--- src/rtl/mips_pkg.sv ---
// Shared MIPS-Lite pipeline types: writeback source select, instruction
// classes and the writeback/retire state encoding.
package mips_pkg;

  typedef enum logic [1:0] {
    WB_ALU  = 2'd0,
    WB_MEM  = 2'd1,
    WB_LINK = 2'd2,
    WB_RSVD = 2'd3
  } wb_sel_e;

  typedef enum logic [1:0] {
    CLS_ARITH = 2'd0,
    CLS_LOGIC = 2'd1,
    CLS_MEM   = 2'd2,
    CLS_CTRL  = 2'd3
  } instr_class_e;

  typedef enum logic {
    WB_RUN    = 1'b0,
    WB_HALTED = 1'b1
  } wb_state_e;

  localparam int CLASS_W = 2;

endpackage

--- src/rtl/wb_retire_stage_sat_counter.sv ---
// Saturating up-counter: counts inc pulses and sticks at all-ones.
module sat_counter #(
  parameter int W = 32
) (
  input  logic         clk,
  input  logic         rst,
  input  logic         inc,
  output logic [W-1:0] count
);

  always_ff @(posedge clk) begin
    if (rst) begin
      count <= '0;
    end else if (inc && (count != {W{1'b1}})) begin
      count <= count + 1'b1;
    end
  end

endmodule

--- src/rtl/wb_retire_stage.sv ---
// Writeback/retire stage: selects the writeback source, registers the
// register-file write, suppresses r0 writes and keeps retire statistics.
module wb_retire_stage
  import mips_pkg::*;
#(
  parameter int DATA_W    = 32,
  parameter int REG_AW    = 5,
  parameter int CNT_W     = 32,
  parameter int NUM_CLASS = 4
) (
  input  logic                         clk,
  input  logic                         rst,
  input  logic                         in_valid,
  input  logic [DATA_W-1:0]            alu_result,
  input  logic [DATA_W-1:0]            mem_data,
  input  logic [DATA_W-1:0]            link_addr,
  input  logic [1:0]                   wb_sel,
  input  logic                         reg_write,
  input  logic [REG_AW-1:0]            dest_reg,
  input  logic [$clog2(NUM_CLASS)-1:0] instr_class,
  input  logic                         halt,
  output logic                         rf_we,
  output logic [REG_AW-1:0]            rf_waddr,
  output logic [DATA_W-1:0]            rf_wdata,
  output logic                         halted,
  output logic [CNT_W-1:0]             retired_total,
  output logic [NUM_CLASS*CNT_W-1:0]   retired_class
);

  wb_state_e         state_q, state_d;
  logic              retire_p0;
  logic              we_p0;
  logic [DATA_W-1:0] wdata_p0;
  logic [NUM_CLASS:0] inc_p0;  // [NUM_CLASS] feeds the total counter

  always_comb begin
    state_d   = state_q;
    retire_p0 = 1'b0;
    we_p0     = 1'b0;
    if (state_q == WB_RUN && in_valid) begin
      retire_p0 = 1'b1;
      // HALT retires but never writes, whatever reg_write says
      we_p0     = !halt && reg_write && (dest_reg != '0);
      if (halt) begin
        state_d = WB_HALTED;
      end
    end
  end

  always_comb begin
    wdata_p0 = alu_result;
    case (wb_sel_e'(wb_sel))
      WB_MEM:  wdata_p0 = mem_data;
      WB_LINK: wdata_p0 = link_addr;
      default: wdata_p0 = alu_result;
    endcase
  end

  // Out-of-range classes (non-power-of-2 configs) only reach the total
  always_comb begin
    inc_p0            = '0;
    inc_p0[NUM_CLASS] = retire_p0;
    for (int k = 0; k < NUM_CLASS; k++) begin
      if (retire_p0 && (int'(instr_class) == k)) begin
        inc_p0[k] = 1'b1;
      end
    end
  end

  // ---- stage p0 -> p1: registered writeback ----
  always_ff @(posedge clk) begin
    if (rst) begin
      state_q  <= WB_RUN;
      rf_we    <= 1'b0;
      rf_waddr <= '0;
      rf_wdata <= '0;
    end else begin
      state_q <= state_d;
      rf_we   <= we_p0;
      if (retire_p0) begin
        rf_waddr <= dest_reg;
        rf_wdata <= wdata_p0;
      end
    end
  end

  assign halted = (state_q == WB_HALTED);

  sat_counter #(.W(CNT_W)) u_total (
    .clk   (clk),
    .rst   (rst),
    .inc   (inc_p0[NUM_CLASS]),
    .count (retired_total)
  );

  for (genvar g = 0; g < NUM_CLASS; g++) begin : g_cls
    sat_counter #(.W(CNT_W)) u_cls (
      .clk   (clk),
      .rst   (rst),
      .inc   (inc_p0[g]),
      .count (retired_class[g*CNT_W +: CNT_W])
    );
  end

endmodule

--- config.mk ---
export PLATFORM = sky130hd
export DESIGN_NAME = wb_retire_stage
export DESIGN_NICKNAME = d
export VERILOG_FILES = /design/src/rtl/mips_pkg.sv /design/src/rtl/wb_retire_stage_sat_counter.sv /design/src/rtl/wb_retire_stage.sv
export SDC_FILE = /design/constraint.sdc
export NUM_CORES = 1
export LEC_CHECK = 0
export CORE_UTILIZATION = 49
export CTS_BUF_LIST = sky130_fd_sc_hd__clkbuf_4
export DETAILED_ROUTE_END_ITERATION = 8
export PLACE_DENSITY = 0.83
export SLEW_MARGIN = 20
export SYNTH_ARGS = -nofsm -noshare
export SYNTH_HDL_FRONTEND = slang
export SYNTH_SLANG_ARGS = --single-unit
--- constraint.sdc ---
create_clock -name clk -period 2.5 [get_ports clk]
set_input_delay 0.375 -clock clk [delete_from_list [all_inputs] [get_ports clk]]
set_output_delay 0.375 -clock clk [all_outputs]
set_load 0.03 [all_outputs]
==> summary.md <==
| Metric | Value |
|---|---|
| Unique cell type count in the Yosys netlist | 68 |
| Req. time, crit path | 3.02 ns |
| Fraction of final layout cells sized beyond drive strength 1 | 11.9% |
| Sinks on Clock Net | 199 |
| Layout area overhead | 41.8% |
| Critical Path AT | 2.89 ns |
| Global-route wire length before repair | 50,600 um |
| Pin count of the biggest net entering global routing | 119 |
| Most used flip-flop cell after synthesis | sky130_fd_sc_hd__dfxtp_1 |
| Final clock skew | 0.0309 ns |
| Number of instances on the worst hold path | 2 |
| Overall power of the completed layout | 5.55 mW |
| I/O Buffers | 308 |
| Final number of setup-violating endpoints | 0 |
| Count of synthesis-stage warnings from yosys | 0 |
| Leak pwr | 4.83 nW |
| Post-synthesis instance area | 10,200 um2 |
| Worst r2r dst | u_total.count[30]$_SDFFE_PP0P_ |
| Largest vdd supply drop | 376 uV |
| Tmin final | 2.36 ns |
| Total gr overflow | 0 |
| Total number of vias | 11,200 |
| Final number of max-transition violations | 0 |
| Max-capacitance violation count | 0 |
| Floorplan row count | 52 |
| Filler cells | 1,671 |
| Most frequent cells in the layout | sky130_fd_sc_hd__clkdlybuf4s50_1, sky130_fd_sc_hd__dfxtp_1, sky130_fd_sc_hd__nand2_1 |
| Area enclosed by the die boundary | 21,400 um2 |
| Final GP Congestion | 0.950 |
| Dominant delay contributor by cell family on the critical path | simple AND/OR/NAND/NOR gates |
| HP Class | primary input to flip-flop |
| Bufs on Longest Clock Path | 2 |
| # DRC | 0 |
| Type of element launching the critical path | flip-flop |
| Initial antenna violation count | 2 |
| Fraction of the yosys area taken by sequential cells | 39.1% |
| Multi-input logic area | 5840 um2 |
| Run status | complete, no violations |
| End point of the worst hold path | g_cls[0].u_cls.count[28]$_SDFFE_PP0P_ |
| Leading cell type in the layout, fill and taps excluded | sky130_fd_sc_hd__clkdlybuf4s50_1 |
| Worst flop-to-flop path startpoint | u_total.count[12]$_SDFFE_PP0P_ |
| Dpl cells | 1,900 |
| Vias in the first global route | 10,100 |
| Crit path max fanout | 7 |
| First-iteration detailed-routing DRC count | 777 |
| Actual transition at the worst max-transition pin | 0.870 ns |
| Post-synthesis area per instance | 7.89 um2 |
| TritonCTS buffer count | 17 |
| CTS tree | built |
| Nature of the critical path endpoint | flip-flop |
| Die height | 146 um |
| Placeable core area | 20,300 um2 |
| Fin nets | 1,769 |
| RSZ-0062 raised after global routing | no |
| #FFs+latches synth | 199 |
| Count of antenna-violating nets left after detailed routing | 0 |
| Most common cell type on the critical path | sky130_fd_sc_hd__or4_4 |
| Library cell occupying the most area in the post-synthesis netlist | sky130_fd_sc_hd__dfxtp_1 |
| Number of H-tree branching levels | 4 |
| Clock latency on the worst-skew pair | 0.58 ns |
| Hold Fails Final Rpt | 0 |
| Starting Density | 50.2% |
| Detailed Place HPWL | 23,400 um |
| Share of Yosys cell area claimed by the top area cell type | 39.1% |
| Startpoint-to-endpoint class of the critical path | flip-flop to flip-flop |
| Number of synthesized flops with an enable pin | 0 |
| Total GRT Usage | 28.7% |
| Sequential cell area | 3990 um2 |
| Cell with the biggest individual delay on the critical path | sky130_fd_sc_hd__or4_4 |
| Critical path buffer and inverter count | 0 |
| Ranking of synthesized cells by area | sky130_fd_sc_hd__dfxtp_1, sky130_fd_sc_hd__nand2_1, sky130_fd_sc_hd__a21oi_1 |
| Max transition margin | 42.0% |
| WL per Instance | 16.3 um |
| Mapped Nets | 1,407 |
| Fmax | 423 MHz |
| Share of synthesized registers carrying an async set or reset | 0% |
| Max stage delay on crit path | 0.60 ns |
| Power density over the cells | 384 nW/um2 |
| Final instance count without filler cells | 1,936 |
| Ordered cell list for the critical path | nand4_2 -> or4_4 -> or4_4 -> or4_1 -> a21oi_1 |
| Wire length after detailed routing | 31,500 um |
| Worst hold path startpoint | rst |
| Post-synthesis cell count | 1,290 |
| Cell depth of the worst flop-to-flop path | 5 |
| Reg2reg setup slack | 0.14 ns |
| Number of iterations in the first detailed-routing pass | 5 |
| Final period utilization | 94.6% |
| Clock-pin slew on the worst setup and hold paths | 0.17 ns |
| Boundary Pins | 309 |
| Clock root cell | sky130_fd_sc_hd__clkbuf_4 |
| Die boundary width | 146 um |
| Per-cell via count in the routed design | 5.78 |
[synth_stat cells, drive strengths merged (3+ instances only)]
cell,n
or3,54
dfxtp,199
o21ai,91
mux2,27
a31o,3
nand2b,10
and3,9
a311oi,4
and4,14
ha,7
o21bai,3
a22oi,32
and4b,3
nor3,18
nand3,49
clkbuf,66
or2,7
nand4,54
nand2,177
nor4,20
or4,43
nor3b,3
nand4b,3
inv,21
a2111oi,6
xor2,9
mux2i,4
a211oi,9
nor2b,32
a21oi,127
xnor2,17
and2,10
o31ai,32
nor2,92
buf,9
a31oi,4
[repair_timing]
item / 4_1_cts / 5_1_grt
hold buffers: 0 / 0
setup endpoints to repair: 0 / 9
resized for setup: 0 / 2
setup buffers: 0 / 3
[kinds of logic after synthesis]
family          after synthesis  share of synthesized area [%]
compound gates              325                           19.1
xor+xnor                     26                           2.24
fa+ha+maj                     7                          0.860
buf+inv                      96                           3.80
flops                       199                           39.1
mux                          31                           3.38
simple gates                606                           31.5
[metal layers]
layer / vias up / routed length (um) / part of all wire (%) / track usage [%]
met5: - / 0 / 0 / 0
met4: 0 / 901 / 2.9 / 10.9
met3: 55 / 1990 / 6.3 / 5.25
met2: 408 / 15100 / 48 / 47.1
met1: 5263 / 13500 / 43 / 37.5
li1: 5472 / - / - / -
[flip-flops by register name (all words and copies together) (netlist names)]
| register | count |
|---|---|
| rf_wdata | 32 |
| g_cls.u_cls.count | 128 |
| halted | 1 |
| rf_we | 1 |
| rf_waddr | 5 |
| u_total.count | 32 |
[report_power, final]
group	switching, mW	internal [mW]
clock network	1.14	0.415
registers	0.0266	3.22
logic	0.395	0.352
total	1.56	3.99
[final cells by class]
class                      count  area share [%]
clock buffer                  18           0.936
clock inverter                13           0.684
inverter                      21           0.546
sequential                   199            27.6
multi-input combinational    995            40.4
timing repair buffer         418            27.4
tap                          270            2.34
antenna                        2          0.0347
[through the flow]
step                setup WS, ns  TNS [ns]  util [%]  cell area (um2)  hold WS (ns)
global route              0.0624         0      71.1            14400         0.331
floorplan                -0.0200   -0.0200         -            10200         0.503
finish                     0.136         0      71.1            14400         0.336
detailed placement        -0.359     -9.04      69.8            14200         0.447
global placement          -0.294     -6.80      69.8            14200         0.441
CTS                       0.0132         0      71.0            14400         0.302
[worst max path at each step]
stage,cells after the start,from,end,slack [ns]
finish,5,u_total.count[12]$_SDFFE_PP0P_,u_total.count[30]$_SDFFE_PP0P_,0.14
floorplan,6,u_total.count[16]$_SDFFE_PP0P_,u_total.count[30]$_SDFFE_PP0P_,-0.02
global route,5,u_total.count[12]$_SDFFE_PP0P_,u_total.count[30]$_SDFFE_PP0P_,0.06
CTS,7,u_total.count[0]$_SDFFE_PP0P_,u_total.count[17]$_SDFFE_PP0P_,0.01
global placement,7,instr_class[1],g_cls[0].u_cls.count[13]$_SDFFE_PP0P_,-0.29
detailed placement,8,instr_class[1],g_cls[2].u_cls.count[19]$_SDFFE_PP0P_,-0.36
Note: power is estimated with default switching activity, not from simulation.
